--- src/rtl/cordic_pkg.sv ---
// cordic_pkg: shared constants, arctan table and FSM encoding for the sequential CORDIC controller.
//   W          datapath width (16, signed two's complement)
//   FRAC       Q2.13 fractional bits
//   ATAN_LUT   atan(2^-i) in Q2.13 radians, i = 0..15
//   state_t    IDLE, LOAD, ITER, COMP, DONE
//   GAIN_SH    shift set approximating K ~ 0.60742 (used only when CORDIC_GAIN_COMP_EN is defined)
package cordic_pkg;
    localparam int W = 16;
    localparam int FRAC = 13;
    localparam logic signed [15:0] ATAN_LUT [16] = '{
        16'sd6434, 16'sd3798, 16'sd2007, 16'sd1019, 16'sd511, 16'sd256, 16'sd128, 16'sd64,
        16'sd32, 16'sd16, 16'sd8, 16'sd4, 16'sd2, 16'sd1, 16'sd0, 16'sd0
    };
    typedef enum logic [2:0] {IDLE, LOAD, ITER, COMP, DONE} state_t;
    localparam int GAIN_SH [4] = '{1, 3, 6, 9};
endpackage

--- src/rtl/cordic_iter_ctrl_ashr.sv ---
// cordic_ashr16: 16-bit arithmetic right shifter.
//   a   in  16  signed operand
//   sh  in  4   shift amount 0..15
//   y   out 16  a >>> sh (sign-filled)
module cordic_ashr16 (
    input  logic signed [15:0] a,
    input  logic        [3:0]  sh,
    output logic signed [15:0] y
);
    assign y = a >>> sh;
endmodule

--- src/rtl/cordic_iter_ctrl.sv ---
// cordic_iter_ctrl: sequential rotation-mode CORDIC controller, one micro-rotation per clock.
//   clk, rst_n (async, active low)
//   in_valid/in_ready, x_in/y_in/z_in   operand handshake (Q2.13, z in radians)
//   out_valid/out_ready, x_out/y_out/z_out   result handshake, held until accepted
//   busy   high in LOAD/ITER/COMP/DONE
//   CORDIC_GAIN_COMP_EN defined: adds a COMP state scaling x,y by K ~ 0.60742 before DONE.
module cordic_iter_ctrl
    import cordic_pkg::*;
#(
    parameter int ITERS = 14
) (
    input  logic                clk,
    input  logic                rst_n,
    input  logic                in_valid,
    output logic                in_ready,
    input  logic signed [W-1:0] x_in,
    input  logic signed [W-1:0] y_in,
    input  logic signed [W-1:0] z_in,
    output logic                out_valid,
    input  logic                out_ready,
    output logic signed [W-1:0] x_out,
    output logic signed [W-1:0] y_out,
    output logic signed [W-1:0] z_out,
    output logic                busy
);
    state_t state, state_nx;
    logic [4:0] iter;
    logic signed [W-1:0] x, y, z, xs, ys, at;
    logic d;

    cordic_ashr16 u_shx (.a(x), .sh(iter[3:0]), .y(xs));
    cordic_ashr16 u_shy (.a(y), .sh(iter[3:0]), .y(ys));

    assign at = ATAN_LUT[iter[3:0]];
    // z == 0 rotates in the positive direction
    assign d = ~z[W-1];

    always_comb begin
        state_nx = state;
        case (state)
            IDLE: state_nx = in_valid ? LOAD : IDLE;
            LOAD: state_nx = ITER;
`ifdef CORDIC_GAIN_COMP_EN
            ITER: state_nx = (iter == 5'(ITERS - 1)) ? COMP : ITER;
            COMP: state_nx = DONE;
`else
            ITER: state_nx = (iter == 5'(ITERS - 1)) ? DONE : ITER;
`endif
            DONE: state_nx = out_ready ? IDLE : DONE;
            default: state_nx = IDLE;
        endcase
    end

    // Operands are latched on the accepting edge so the source may move on after the handshake.
    always_ff @(posedge clk or negedge rst_n) begin
        if (!rst_n) begin
            state <= IDLE;
            iter <= '0;
            x <= '0;
            y <= '0;
            z <= '0;
        end else begin
            state <= state_nx;
            case (state)
                IDLE: if (in_valid) begin
                    x <= x_in;
                    y <= y_in;
                    z <= z_in;
                end
                LOAD: iter <= '0;
                ITER: begin
                    x <= d ? x - ys : x + ys;
                    y <= d ? y + xs : y - xs;
                    z <= d ? z - at : z + at;
                    iter <= iter + 5'd1;
                end
`ifdef CORDIC_GAIN_COMP_EN
                COMP: begin
                    x <= (x >>> GAIN_SH[0]) + (x >>> GAIN_SH[1]) - (x >>> GAIN_SH[2]) - (x >>> GAIN_SH[3]);
                    y <= (y >>> GAIN_SH[0]) + (y >>> GAIN_SH[1]) - (y >>> GAIN_SH[2]) - (y >>> GAIN_SH[3]);
                end
`endif
                default: ;
            endcase
        end
    end

    assign in_ready = (state == IDLE);
    assign busy = (state != IDLE);
    assign out_valid = (state == DONE);
    assign x_out = x;
    assign y_out = y;
    assign z_out = z;
endmodule

--- config.mk ---
export PLATFORM = sky130hd
export DESIGN_NAME = cordic_iter_ctrl
export DESIGN_NICKNAME = d
export VERILOG_FILES = /design/src/rtl/cordic_pkg.sv /design/src/rtl/cordic_iter_ctrl_ashr.sv /design/src/rtl/cordic_iter_ctrl.sv
export SDC_FILE = /design/constraint.sdc
export NUM_CORES = 1
export LEC_CHECK = 0
export CAP_MARGIN = 20
export CORE_MARGIN = 2
export CORE_UTILIZATION = 40
export CTS_CLUSTER_DIAMETER = 100
export DETAILED_ROUTE_END_ITERATION = 6
export GPL_ROUTABILITY_DRIVEN = 0
export PLACE_DENSITY = 0.67
export SYNTH_ARGS = -nofsm -noshare
export SYNTH_HDL_FRONTEND = slang
export SYNTH_SLANG_ARGS = --single-unit
--- constraint.sdc ---
create_clock -name clk -period 12.3 [get_ports clk]
set_input_delay 1.845 -clock clk [delete_from_list [all_inputs] [get_ports clk]]
set_output_delay 1.845 -clock clk [all_outputs]
set_load 0.02 [all_outputs]
==> reports/qor.yml <==
status: "finished clean"
cts-root-buf: "clkbuf_16"
diodes: 0
route.detailed.drc: 0
path_cells: "buf_4 -> mux4_2 -> mux2_2 -> o21ai_0 -> ha_1 -> nand2_1 -> o21ai_0 -> fa_1 -> a21o_1 -> a21oi_1 -> o21ai_0 -> a31oi_1 -> o211ai_1 -> a2111oi_0 -> nor4_1 -> a211oi_1"
seq_area_frac_synth: 0.194
num_vias: 6839
end_kind: "register"
cp_max_fo: 29
crit_path_frequent_cell: "o21ai_0"
timing.fmax_ghz: 0.186
period_needed_ps: 5370
layout.nets: 1041
htreeDepth: 2
grt_start_max_net_pins: 58
dr.pass1.iters: 5
worstMarginPinSlew_ps: 972
postSynthCellCount: 855
numPortBuffers: 102
rsz0062_at_grt: "false"
yosysTopAreaCellShare: 0.194
wire_per_inst_microns: 17.5
grt_pass1_vias: 6525
final_util: 0.481
routed_wl_microns: 20200
grt.total_usage: 0.209
core_area_sq_um: 17800
critPathMaxStageDelay_ps: 650
finalMaxSlewViolations: 0
cp_top_family: "compound AO/OA/AOI/OAI gates"
fin_crit_sh: 0.437
drive_above_1_share: 0.0789
yosysTopAreaCell: "dfrtp_1"
synthToLayoutAreaGrowth_pct: 18.6
die_area_sq_um: 19200
synth_area_sq_um: 7240
post-cts-setup-buffers: 0
hpwl_microns: 14800
antenna_found_initial: 0
antenna_left: 0
synth-async-reset-ratio: 1.00
synthFlopType: "dfrtp_1"
numCtsBuffers: 5
synth_area_leaders: "dfrtp_1 19%, ha_1 11%, mux4_2 7.5%"
vias_per_cell: 5.93
ctsResizeCount: 0
cts_tree: "done"
cap_violations: 0
timing.hold.ws_ps: 551
final_cells: 1154
dr.first_iter.drc_count: 497
path_class: "register to register"
setup_viol: 0
dieWidth_microns: 139
use_met2: 0.323
ctsLongestPathBuffers: 2
final.setup.tns_ps: 0
rows: 49
place_inst: 1146
ys_seq_elements: 56
cts.clk_slew.worst_paths_ps: 80
relSlewSlack: 0.351
clkLatencyLatePin_ps: 310
globalRouteOverflowTotal: 0
avgSynthCellArea_sq_um: 8.47
required_ps: 12520
ioPinCount: 103
synth_cell_types: 69
hold_buffers: 0
cpMaxStageDelayCell: "dfrtp_2"
arrival_ps: 5590
grt-busiest-layer: "met2"
syn_nets: 972
path_buf_inv: 1
synth_warnings: 0
hp-class: "register to register"
start_util: 0.406
grtUsageMet1: 0.313
hold_viol: 0
grt_pass1_wl_microns: 33600
die_height_microns: 139
use_met3: 0.0294
synth-edff-count: 0
clock_skew_ps: 5.43
clkSinkCount: 56
critPathLaunchType: "register"
## routing by layer
metal  vias to the layer above  part of all wire
met5                         -                 0
met4                         0             0.014
met3                        21             0.055
met2                       224              0.44
met1                      3251              0.50
li1                       3343                 -
## worst reg2reg max path: cells and delay by family (launching register included)
kind,cells,cell delay (ps)
compound gates,9,2280
fa+ha+maj,2,770
buf+inv,1,480
flops,1,650
mux,2,900
simple gates,2,200
## sequential cells by signal, indices dropped and copies added (netlist names)
signal,flops
y_out,16
z_out,16
state,3
x_out,16
iter,5
## kinds of logic after synthesis
family / after synthesis / synth area share
and+or+nand+nor: 223 / 0.148
adders and majority gates: 65 / 0.115
xor gates and xnor gates: 73 / 0.0883
buffers and inverters: 84 / 0.0489
AOI/OAI and AO/OA: 276 / 0.247
DFF: 56 / 0.194
muxes: 78 / 0.158
## Yosys cell counts, drive strengths merged, types with 5 or more instances
library cell   n
xnor2         40
a31oi         21
and2          12
a211oi        18
nor3          17
clkbuf        30
nand2b         6
buf           21
inv           29
o21ai         70
o21a           8
mux2          14
xor2          33
a21o          13
o211ai         6
dfrtp         56
nand3          8
mux4          27
nor2b          8
and3           6
nand3b         6
nor4           5
nor2          63
a21oi         68
a32oi          5
mux2i         37
nand2         67
a22oi         17
nand4          6
or3            8
ha            62
## cells in the final DEF (no fill, tap or decap), types with 7 or more instances in the layout
cell type        Yosys  final
a211oi_1            18     18
o21ai_0             70     70
inv_1               29     29
nor2_1              63     62
xor2_1              33     33
a22oi_1             17     17
a31oi_1             21     21
mux2i_1             37     37
nand3_1              8      8
xnor2_1             40     40
or3_1                7      7
o21a_1               8      8
and2_1              12     12
mux4_2              24     24
clkdlybuf4s50_1      0    101
buf_4                2     11
mux2_2              14     14
ha_1                62     62
dfrtp_1             56     55
nor2b_1              7      7
nand2_1             67     67
a21oi_1             68     68
nor3_1              17     16
a21o_1              13     13
## layout make-up
| type | instances | area [sq um] |
|---|---|---|
| fill | 1745 | 9250 |
| sequential | 56 | 1400 |
| tap | 229 | 287 |
| inverter | 33 | 124 |
| clock buffer | 7 | 153 |
| timing repair buffer | 113 | 1100 |
| clock inverter | 1 | 30.0 |
| multi-input combinational | 715 | 5490 |
## worst paths after layout
| kind | cells after the start | to | slack, ps | start |
|---|---|---|---|---|
| max | 16 | x_out[14] | 6930 | iter[0] |
| min | 2 | z_out[7] | 550 | z_out[7] |
| max reg2reg | 16 | x_out[14] | 6930 | iter[0] |
| min reg2reg | 2 | z_out[7] | 550 | z_out[7] |
| max in group asynchronous | 2 | iter[0] | 10100 | rst_n |
| min in group asynchronous | 2 | z_out[14] | 1670 | rst_n |
## metrics by stage
stage	setup WS [ps]	instance area (sq um)
final	6930	8590
after global routing	6520	8590
after CTS	6900	8590
after detailed placement	6950	8400
after global placement	7110	8400
after floorplan	7730	7240
Power is not shown: default switching activity piles up to over one toggle a cycle in this logic, so the estimate is an artifact.
